## src/rtl/burst_mem_arbiter_if.sv

```systemverilog
// Cache-side pmem ports and the shared 64-bit burst memory port.
// The arbiter uses the slave view; the caches/memory model use the master view.
interface burst_mem_arbiter_if;
    logic [31:0]  icache_pmem_address;
    logic         icache_pmem_read;
    logic [255:0] icache_pmem_rdata;
    logic         icache_pmem_resp;

    logic [31:0]  dcache_pmem_address;
    logic         dcache_pmem_read;
    logic         dcache_pmem_write;
    logic [255:0] dcache_pmem_wdata;
    logic [255:0] dcache_pmem_rdata;
    logic         dcache_pmem_resp;

    logic [31:0]  bmem_address;
    logic         bmem_read;
    logic         bmem_write;
    logic [63:0]  bmem_rdata;
    logic [63:0]  bmem_wdata;
    logic         bmem_resp;

    modport slave (
        input  icache_pmem_address, icache_pmem_read,
        output icache_pmem_rdata, icache_pmem_resp,
        input  dcache_pmem_address, dcache_pmem_read, dcache_pmem_write, dcache_pmem_wdata,
        output dcache_pmem_rdata, dcache_pmem_resp,
        output bmem_address, bmem_read, bmem_write, bmem_wdata,
        input  bmem_rdata, bmem_resp
    );

    modport master (
        output icache_pmem_address, icache_pmem_read,
        input  icache_pmem_rdata, icache_pmem_resp,
        output dcache_pmem_address, dcache_pmem_read, dcache_pmem_write, dcache_pmem_wdata,
        input  dcache_pmem_rdata, dcache_pmem_resp,
        input  bmem_address, bmem_read, bmem_write, bmem_wdata,
        output bmem_rdata, bmem_resp
    );
endinterface

```

## src/rtl/burst_mem_arbiter.sv

```systemverilog
// Round-robin arbiter between icache and dcache line requests, serializing each
// granted 256-bit line into 64-bit bursts on the bmem port and reassembling reads.
module burst_mem_arbiter #(
    parameter int unsigned BEATS    = 4,
    parameter int unsigned OFFSET_W = 5
) (
    input logic                clk,
    input logic                rst,
    burst_mem_arbiter_if.slave bus
);
    localparam int unsigned CntW  = $clog2(BEATS);
    localparam int unsigned LineW = BEATS * 64;
    localparam logic [CntW-1:0] LastBeat = CntW'(BEATS - 1);

    typedef enum logic [2:0] {StIdle, StIRead, StDRead, StDWrite, StDone} state_e;

    state_e            state_q, state_d;
    logic [CntW-1:0]   cnt_q, cnt_d;
    logic              last_grant_q, last_grant_d;  // 0: icache, 1: dcache
    logic              grantee_q, grantee_d;
    logic [31:0]       addr_q, addr_d;
    logic [LineW-1:0]  line_q, line_d;
    logic              bmem_read_q, bmem_read_d;
    logic              bmem_write_q, bmem_write_d;
    logic              i_resp_q, i_resp_d;
    logic              d_resp_q, d_resp_d;
    logic [LineW-1:0]  i_rdata_q, i_rdata_d;
    logic [LineW-1:0]  d_rdata_q, d_rdata_d;

    logic              i_req, d_req, pick_d;
    logic [CntW+5:0]   beat_lsb;

    assign i_req    = bus.icache_pmem_read;
    assign d_req    = bus.dcache_pmem_read | bus.dcache_pmem_write;
    assign beat_lsb = {cnt_q, 6'd0};
    // On a tie the requester not granted last wins.
    assign pick_d   = d_req & (~i_req | ~last_grant_q);

    always_comb begin
        state_d      = state_q;
        cnt_d        = cnt_q;
        last_grant_d = last_grant_q;
        grantee_d    = grantee_q;
        addr_d       = addr_q;
        line_d       = line_q;
        bmem_read_d  = bmem_read_q;
        bmem_write_d = bmem_write_q;
        i_resp_d     = 1'b0;
        d_resp_d     = 1'b0;
        i_rdata_d    = i_rdata_q;
        d_rdata_d    = d_rdata_q;

        unique case (state_q)
            StIdle: begin
                if (i_req || d_req) begin
                    cnt_d        = '0;
                    grantee_d    = pick_d;
                    last_grant_d = pick_d;
                    if (pick_d) begin
                        addr_d = {bus.dcache_pmem_address[31:OFFSET_W], {OFFSET_W{1'b0}}};
                        if (bus.dcache_pmem_write) begin
                            line_d       = bus.dcache_pmem_wdata;
                            bmem_write_d = 1'b1;
                            state_d      = StDWrite;
                        end else begin
                            bmem_read_d = 1'b1;
                            state_d     = StDRead;
                        end
                    end else begin
                        addr_d      = {bus.icache_pmem_address[31:OFFSET_W], {OFFSET_W{1'b0}}};
                        bmem_read_d = 1'b1;
                        state_d     = StIRead;
                    end
                end
            end
            StIRead, StDRead: begin
                if (bus.bmem_resp) begin
                    line_d[beat_lsb +: 64] = bus.bmem_rdata;
                    cnt_d                  = cnt_q + 1'b1;
                    if (cnt_q == LastBeat) begin
                        bmem_read_d = 1'b0;
                        state_d     = StDone;
                        if (state_q == StIRead) begin
                            i_rdata_d = line_d;
                            i_resp_d  = 1'b1;
                        end else begin
                            d_rdata_d = line_d;
                            d_resp_d  = 1'b1;
                        end
                    end
                end
            end
            StDWrite: begin
                if (bus.bmem_resp) begin
                    cnt_d = cnt_q + 1'b1;
                    if (cnt_q == LastBeat) begin
                        bmem_write_d = 1'b0;
                        d_resp_d     = 1'b1;
                        state_d      = StDone;
                    end
                end
            end
            StDone: state_d = StIdle;
            default: state_d = StIdle;
        endcase
    end

    always_ff @(posedge clk) begin
        if (rst) begin
            state_q      <= StIdle;
            cnt_q        <= '0;
            last_grant_q <= 1'b0;
            grantee_q    <= 1'b0;
            addr_q       <= '0;
            line_q       <= '0;
            bmem_read_q  <= 1'b0;
            bmem_write_q <= 1'b0;
            i_resp_q     <= 1'b0;
            d_resp_q     <= 1'b0;
            i_rdata_q    <= '0;
            d_rdata_q    <= '0;
        end else begin
            state_q      <= state_d;
            cnt_q        <= cnt_d;
            last_grant_q <= last_grant_d;
            grantee_q    <= grantee_d;
            addr_q       <= addr_d;
            line_q       <= line_d;
            bmem_read_q  <= bmem_read_d;
            bmem_write_q <= bmem_write_d;
            i_resp_q     <= i_resp_d;
            d_resp_q     <= d_resp_d;
            i_rdata_q    <= i_rdata_d;
            d_rdata_q    <= d_rdata_d;
        end
    end

    assign bus.bmem_address      = addr_q;
    assign bus.bmem_read         = bmem_read_q;
    assign bus.bmem_write        = bmem_write_q;
    assign bus.bmem_wdata        = (state_q == StDWrite) ? line_q[beat_lsb +: 64] : 64'd0;
    assign bus.icache_pmem_resp  = i_resp_q;
    assign bus.icache_pmem_rdata = i_rdata_q;
    assign bus.dcache_pmem_resp  = d_resp_q;
    assign bus.dcache_pmem_rdata = d_rdata_q;

    logic unused_bits;
    assign unused_bits = ^{bus.icache_pmem_address[OFFSET_W-1:0],
                           bus.dcache_pmem_address[OFFSET_W-1:0], grantee_q};
endmodule

```

## src/flat_wrapper.sv

```systemverilog
// flat-port wrapper written by rule: the top's interface ports become plain ports
module burst_mem_arbiter_flat 
#(
    parameter int unsigned BEATS    = 4,
    parameter int unsigned OFFSET_W = 5
)
  (clk, rst, bus_icache_pmem_address, bus_icache_pmem_read, bus_icache_pmem_rdata, bus_icache_pmem_resp, bus_dcache_pmem_address, bus_dcache_pmem_read, bus_dcache_pmem_write, bus_dcache_pmem_wdata, bus_dcache_pmem_rdata, bus_dcache_pmem_resp, bus_bmem_address, bus_bmem_read, bus_bmem_write, bus_bmem_wdata, bus_bmem_rdata, bus_bmem_resp);
  burst_mem_arbiter_if bus_i ();
  input logic clk;
  input logic rst;
  input wire logic [$bits(bus_i.icache_pmem_address)-1:0] bus_icache_pmem_address;
  input wire logic [$bits(bus_i.icache_pmem_read)-1:0] bus_icache_pmem_read;
  output wire logic [$bits(bus_i.icache_pmem_rdata)-1:0] bus_icache_pmem_rdata;
  output wire logic [$bits(bus_i.icache_pmem_resp)-1:0] bus_icache_pmem_resp;
  input wire logic [$bits(bus_i.dcache_pmem_address)-1:0] bus_dcache_pmem_address;
  input wire logic [$bits(bus_i.dcache_pmem_read)-1:0] bus_dcache_pmem_read;
  input wire logic [$bits(bus_i.dcache_pmem_write)-1:0] bus_dcache_pmem_write;
  input wire logic [$bits(bus_i.dcache_pmem_wdata)-1:0] bus_dcache_pmem_wdata;
  output wire logic [$bits(bus_i.dcache_pmem_rdata)-1:0] bus_dcache_pmem_rdata;
  output wire logic [$bits(bus_i.dcache_pmem_resp)-1:0] bus_dcache_pmem_resp;
  output wire logic [$bits(bus_i.bmem_address)-1:0] bus_bmem_address;
  output wire logic [$bits(bus_i.bmem_read)-1:0] bus_bmem_read;
  output wire logic [$bits(bus_i.bmem_write)-1:0] bus_bmem_write;
  output wire logic [$bits(bus_i.bmem_wdata)-1:0] bus_bmem_wdata;
  input wire logic [$bits(bus_i.bmem_rdata)-1:0] bus_bmem_rdata;
  input wire logic [$bits(bus_i.bmem_resp)-1:0] bus_bmem_resp;
  assign bus_i.icache_pmem_address = bus_icache_pmem_address;
  assign bus_i.icache_pmem_read = bus_icache_pmem_read;
  assign bus_icache_pmem_rdata = bus_i.icache_pmem_rdata;
  assign bus_icache_pmem_resp = bus_i.icache_pmem_resp;
  assign bus_i.dcache_pmem_address = bus_dcache_pmem_address;
  assign bus_i.dcache_pmem_read = bus_dcache_pmem_read;
  assign bus_i.dcache_pmem_write = bus_dcache_pmem_write;
  assign bus_i.dcache_pmem_wdata = bus_dcache_pmem_wdata;
  assign bus_dcache_pmem_rdata = bus_i.dcache_pmem_rdata;
  assign bus_dcache_pmem_resp = bus_i.dcache_pmem_resp;
  assign bus_bmem_address = bus_i.bmem_address;
  assign bus_bmem_read = bus_i.bmem_read;
  assign bus_bmem_write = bus_i.bmem_write;
  assign bus_bmem_wdata = bus_i.bmem_wdata;
  assign bus_i.bmem_rdata = bus_bmem_rdata;
  assign bus_i.bmem_resp = bus_bmem_resp;
  burst_mem_arbiter #(.BEATS(BEATS), .OFFSET_W(OFFSET_W)) u_core (.clk(clk), .rst(rst), .bus(bus_i));
endmodule
```

## config.mk

```make
export PLATFORM = sky130hd
export DESIGN_NAME = burst_mem_arbiter_flat
export DESIGN_NICKNAME = d
export VERILOG_FILES = /design/src/rtl/burst_mem_arbiter_if.sv /design/src/rtl/burst_mem_arbiter.sv /design/src/flat_wrapper.sv
export SDC_FILE = /design/constraint.sdc
export NUM_CORES = 2
export LEC_CHECK = 0
export CORE_AREA = 4 4 393 395
export DETAILED_ROUTE_END_ITERATION = 10
export DIE_AREA = 0 0 397 399
export GPL_TIMING_DRIVEN = 0
export HOLD_SLACK_MARGIN = 0.02
export PLACE_DENSITY = 0.45
export SLEW_MARGIN = 15
export SYNTH_ARGS = -nofsm -noshare
export SYNTH_HDL_FRONTEND = slang
export SYNTH_SLANG_ARGS = --single-unit
```

## constraint.sdc

```tcl
create_clock -name clk -period 6.5 [get_ports clk]
set_input_delay 1.3 -clock clk [delete_from_list [all_inputs] [get_ports clk]]
set_output_delay 1.3 -clock clk [all_outputs]
set_load 0.02 [all_outputs]
```

Word level (Yosys, flattened, before mapping)
Index checks and enable logic that the tools add are counted.
- add/subtract/negate cells: 2
- equality and inequality tests: 14
- shift-type cells: 3
- muxes and demuxes: 34
- bitwise gates (word level): 9
- reduce and logical (&&, ||, !) cells: 16
- operator list (kind ; number):
    2-to-1 mux 256 bit ; 4
    case mux 256 bit (2 select lines) ; 1
    bitwise mux 256 bit ; 1
    variable shift 64 x 10 -> 256 bit (first input constant) ; 1
    indexed part select 256 x 9 -> 64 bit ; 1
    indexed part select 64 x 10 -> 256 bit ; 1
    2-to-1 mux 64 bit ; 1
    2-to-1 mux 32 bit ; 1
    2-to-1 mux 1 bit ; 15
    != test 2 x 1 -> 1 bit (second input constant) ; 6
    negator 8 -> 10 bit ; 1
    AND reduction 5 bit ; 2
    2-to-1 mux 3 bit ; 3
    AND reduction 4 bit ; 2
    == test 3 x 2 -> 1 bit (second input constant) ; 2
    2-to-1 mux 2 bit ; 3
    != test 2 bit (second input constant) ; 3
    NOT 1 bit ; 6
    case mux 1 bit (2 select lines) ; 3
    case mux 3 bit (2 select lines) ; 1
    AND reduction 3 bit ; 2
    AND reduction 6 bit ; 1
    nonzero test 2 bit ; 3
    case mux 2 bit (2 select lines) ; 1
    12 further kinds ; 13
- register bits after elaboration: 810
- bits of input ports: 390
- output and inout bits: 612
- word-level logic and storage cells: 89

Depth between registers and ports, before layout
- depth after elaboration: 6
- depth in mapped cells: 11
- gate-level depth less buffers: 6

Worst setup path after synthesis
Ideal clock, no wire load.
- kind: register to output
- from: register u_core.cnt_q[0]
- to: output bus_bmem_wdata[16]
- data arrival time: 1.723 ns
- data required time: 5.200 ns
- setup slack: 3.477 ns
- cell stages (with the launch flop): 6
- path buffers: 3
- cells stage by stage: dfxtp_1 -> buf_2 -> buf_2 -> buf_2 -> mux4_2 -> and3_1
- cells in the longest elaborated chain, start to end: 2
- RTL lines (what ; RTL line ; RTL):
    from (decl) ; burst_mem_arbiter.sv:18 ; logic [CntW-1:0] cnt_q, cnt_d;
    from (signal assigned) ; burst_mem_arbiter.sv:124 ; cnt_q <= cnt_d;
    indexed part select 256 x 9 -> 64 bit ; burst_mem_arbiter.sv:141 ; assign bus.bmem_wdata = (state_q == StDWrite) ? line_q[beat_lsb +: 64] : 64'd0;
    2-to-1 mux 64 bit ; burst_mem_arbiter.sv:141 ;
    to (decl) ; flat_wrapper.sv:24 ; output wire logic [$bits(bus_i.bmem_wdata)-1:0] bus_bmem_wdata;
No other way between the ends.

Worst setup path after layout
- from: register u_core.state_q[1]
- to: output bus_bmem_wdata[54]
- cells in the longest elaborated chain, start to end: 2
- RTL lines (what ; RTL line ; RTL):
    from (decl) ; burst_mem_arbiter.sv:17 ; state_e state_q, state_d;
    from (signal assigned) ; burst_mem_arbiter.sv:110 ; state_q <= StIdle;
    from (signal assigned) ; burst_mem_arbiter.sv:123 ; state_q <= state_d;
    == test 3 x 2 -> 1 bit ; burst_mem_arbiter.sv:141 ;
    2-to-1 mux 64 bit ; burst_mem_arbiter.sv:141 ;
No other way between the ends.

==> metrics.txt <==
status completed; vias post-DR 39.3k; cell internal pwr 9820 uW; total CTS buffers 99; number of hold-slack violations in the final timing report 0; sequential share of power 37.3%; placed cell areas 0.0497 mm2; area of the die 0.158 mm2; number of global-route vias before repair 38.4k; number of buffers inserted for hold repair after clock tree synthesis 0; arrival time at the worst endpoint 4060 ps; initial core utilization 24.4%; global placement routability congestion 0.922; CP max stage cell clkbuf_1; final antenna-violating net count 0; synth unique cells 54; Post-Route Skew 53.2 ps; switching component of the power 4910 uW; number of setup buffers added after CTS 0; number of buffers on the longest clock path 3; Skew-Pair Late Insertion Delay 750 ps; category of the most critical setup path register to output pin; Slew Viols, Final 0; most frequent cell on the critical path clkbuf_1; DRC errors left 0; area of the multi-input gates 0.0181 mm2; accumulated negative setup slack 0 ps; delay of the slowest critical-path stage 880 ps; CP startpoint kind register; max-capacitance violation count 0; post-synthesis cell count 4,271; total power density per cell area 278 mW/mm2; RSZ-0062 raised after global routing false; cell type group with the largest total delay on the critical path buffers and inverters; cell breakdown of the critical path buf_4, clkbuf_1, clkbuf_1, and3_1, clkdlybuf4s50_1; clock tree from TritonCTS yes; cell chosen for the clock root clkbuf_16; placement row count 143; Congestion Overflow GR 0; number of buffers and inverters on the critical path 4; total half-perimeter wirelength after legalization and detailed placement 195 mm; total wire length after detailed routing 244 mm; yosys synthesis warning count 0; pin count of the biggest net entering global routing 14; Final Net Count 5,771; data required time of the worst path 5200 ps; Die Y 399 um; routed via count divided by cell count 5.22; worst max-slew margin expressed relative to the limit 21.6%; overall die width 397 um; switching fraction of total power 33.3%; clock slew at the register clock pins of the worst setup and hold paths 60 ps; layout-stage area growth over the synthesis result 43.8%; Clock power frac 39.2%; predominant post-synthesis flop cell dfxtp_1; antenna violations before repair 72; cell area after synthesis 0.0369 mm2; achievable clock frequency 187 MHz; part of the power in combinational logic 23.5%; CP Max Fanout 10; Leak Pwr 0.0193 uW; wire length of the first global-routing pass 325 mm; detailed-routing iteration count for the pre-antenna-repair pass 7; count of routing violations after the opening detailed-route iteration 3,346; fillers 16.0k; Clock H-tree levels 3; worst min-delay path category register to register; Reg area 0.0161 mm2; post-route cell area 0.0531 mm2; number of top-level design ports 1,002; number of clock sinks seen by CTS 805; maximum vdd drop 202 uV; quantity of gates resized following cts 0; average wire per cell in the routed design 32.4 um; Final Power 14,700 uW; Worst Setup End Kind output pin; fraction of synthesis flops using an asynchronous set or reset pin 0%; flops & latches, synth 805; Post-Synthesis Mean Instance Area 8.64 um2; slew at the pin with the worst max-slew slack 1180 ps; Finish-stage setup viols 0; number of port buffers 986; total routing usage reported by global routing 29.4%; sequential-to-total area share from yosys stat 43.7%; number of enable-type register cells in the synthesized netlist 0; share of final-layout standard cells stronger than drive strength 1 7.57%; post-layout min period 5360 ps; Core Area 0.151 mm2; Final period util 82.4%
[registers in the layout, summed over array words and instances (netlist names)]
name and flops:
u_core.bus.dcache_pmem_rdata 256, u_core.bus.icache_pmem_rdata 256, u_core.line_q 256, u_core.bus.bmem_address 27, u_core.state_q 3, u_core.cnt_q 2
u_core.bus.bmem_read 1, u_core.bus.bmem_write 1, u_core.bus.dcache_pmem_resp 1, u_core.bus.icache_pmem_resp 1, u_core.last_grant_q 1
[cells by family (layout without fill, tap and decap cells)]
| group | Yosys count | in the layout | synth area share, % |
|---|---|---|---|
| flops | 805 | 805 | 43.7 |
| compound gates | 913 | 913 | 18.8 |
| simple gates | 1637 | 1637 | 20.4 |
| buf+inv | 634 | 1814 | 7.25 |
| fa+ha+maj | 6 | 6 | 0.203 |
| other cells | 1 | 49 | 0.0102 |
| xor+xnor | 2 | 2 | 0.0882 |
| mux | 273 | 273 | 9.57 |
[worst paths after layout]
check	cells after the start	endpoint	from	slack, ps
max	5	bus_bmem_wdata[54]	u_core.state_q[1]	1140
min reg2reg	1	u_core.line_q[215]	u_core.line_q[215]	480
min	1	u_core.line_q[215]	u_core.line_q[215]	480
max reg2reg	11	u_core.line_q[129]	u_core.cnt_q[0]	1880
[power by group through the flow]
stage / Sequential, uW / Clock (uW) / Combinational, uW
CTS: 5480 / 5850 / 3410
global placement: 5590 / 0 / 3360
detailed placement: 5590 / 0 / 3400
global route: 5520 / 6030 / 3610
floorplan: 5510 / 0 / 1880
finish: 5500 / 5780 / 3460
[layout make-up]
class / instances / area share [%]
multi-input combinational: 2836 / 34.2
clock buffer: 140 / 5.30
inverter: 191 / 1.35
timing repair buffer: 999 / 19.2
clock inverter: 41 / 0.868
sequential: 805 / 30.4
tap: 2030 / 4.79
antenna: 44 / 0.207
buffer: 443 / 3.73
[layer usage]
metal	part of all wire (%)	track usage, %	wire (um)	up-vias
met4	3.9	11.1	9440	38
met3	9.2	9.38	22400	379
li1	-	-	-	17542
met2	47	49.1	115000	1843
met5	0.095	0	232	-
met1	40	35.2	97100	19522
[through the flow]
stage | instances | util, % | hold slack, ps | setup slack, ps
global placement | 7291 | 32.6 | 458 | 495
global route | 7502 | 35.1 | 493 | 1090
detailed placement | 7304 | 32.9 | 466 | 1270
floorplan | 4275 | - | 441 | 3480
finish | 7529 | 35.1 | 483 | 1140
CTS | 7485 | 35.0 | 482 | 1070
[layout by cell type, fill, tap and decap left out, drive strengths merged, types with 6 or more instances in the layout]
cell type / instances
inv: 192
a211oi: 176
o21ai: 71
mux2i: 209
ha: 6
a41o: 59
clkbuf: 410
diode: 44
nand2: 7
nand2b: 67
nor2: 907
o21a: 65
clkinv: 28
dfxtp: 805
o22ai: 123
nand3b: 64
nor3: 369
nand3: 62
o2111ai: 128
buf: 186
o2bb2ai: 181
nor2b: 77
o211ai: 6
clkdlybuf4s50: 986
bufinv: 8
mux4: 64
and3: 64
a21oi: 89
[Yosys cell counts (all sizes together) (2+ instances only)]
master   instances  area (um2)
a2111o           4        45.0
a211oi         176        1320
a21oi           89         449
a41o            59         591
and3            64         400
buf            173         941
clkbuf         270        1020
clkinv           2        7.51
dfxtp          805       16100
ha               6        75.1
inv            189         709
mux2i          209        2090
mux4            64        1440
nand2            7        26.3
nand2b          67         419
nand3           62         310
nand3b          64         480
nand4            5        31.3
nor2           907        3410
nor2b           77         482
nor3           369        1860
nor3b            2        15.0
nor4             5        37.5
o2111ai        128        1120
o211ai           6        45.0
o21a            65         488
o21ai           71         355
o22ai          123         832
o2bb2ai        181        1590
o311ai           5        43.8
or3              3        18.8
Power figures use the tool's default switching activity.
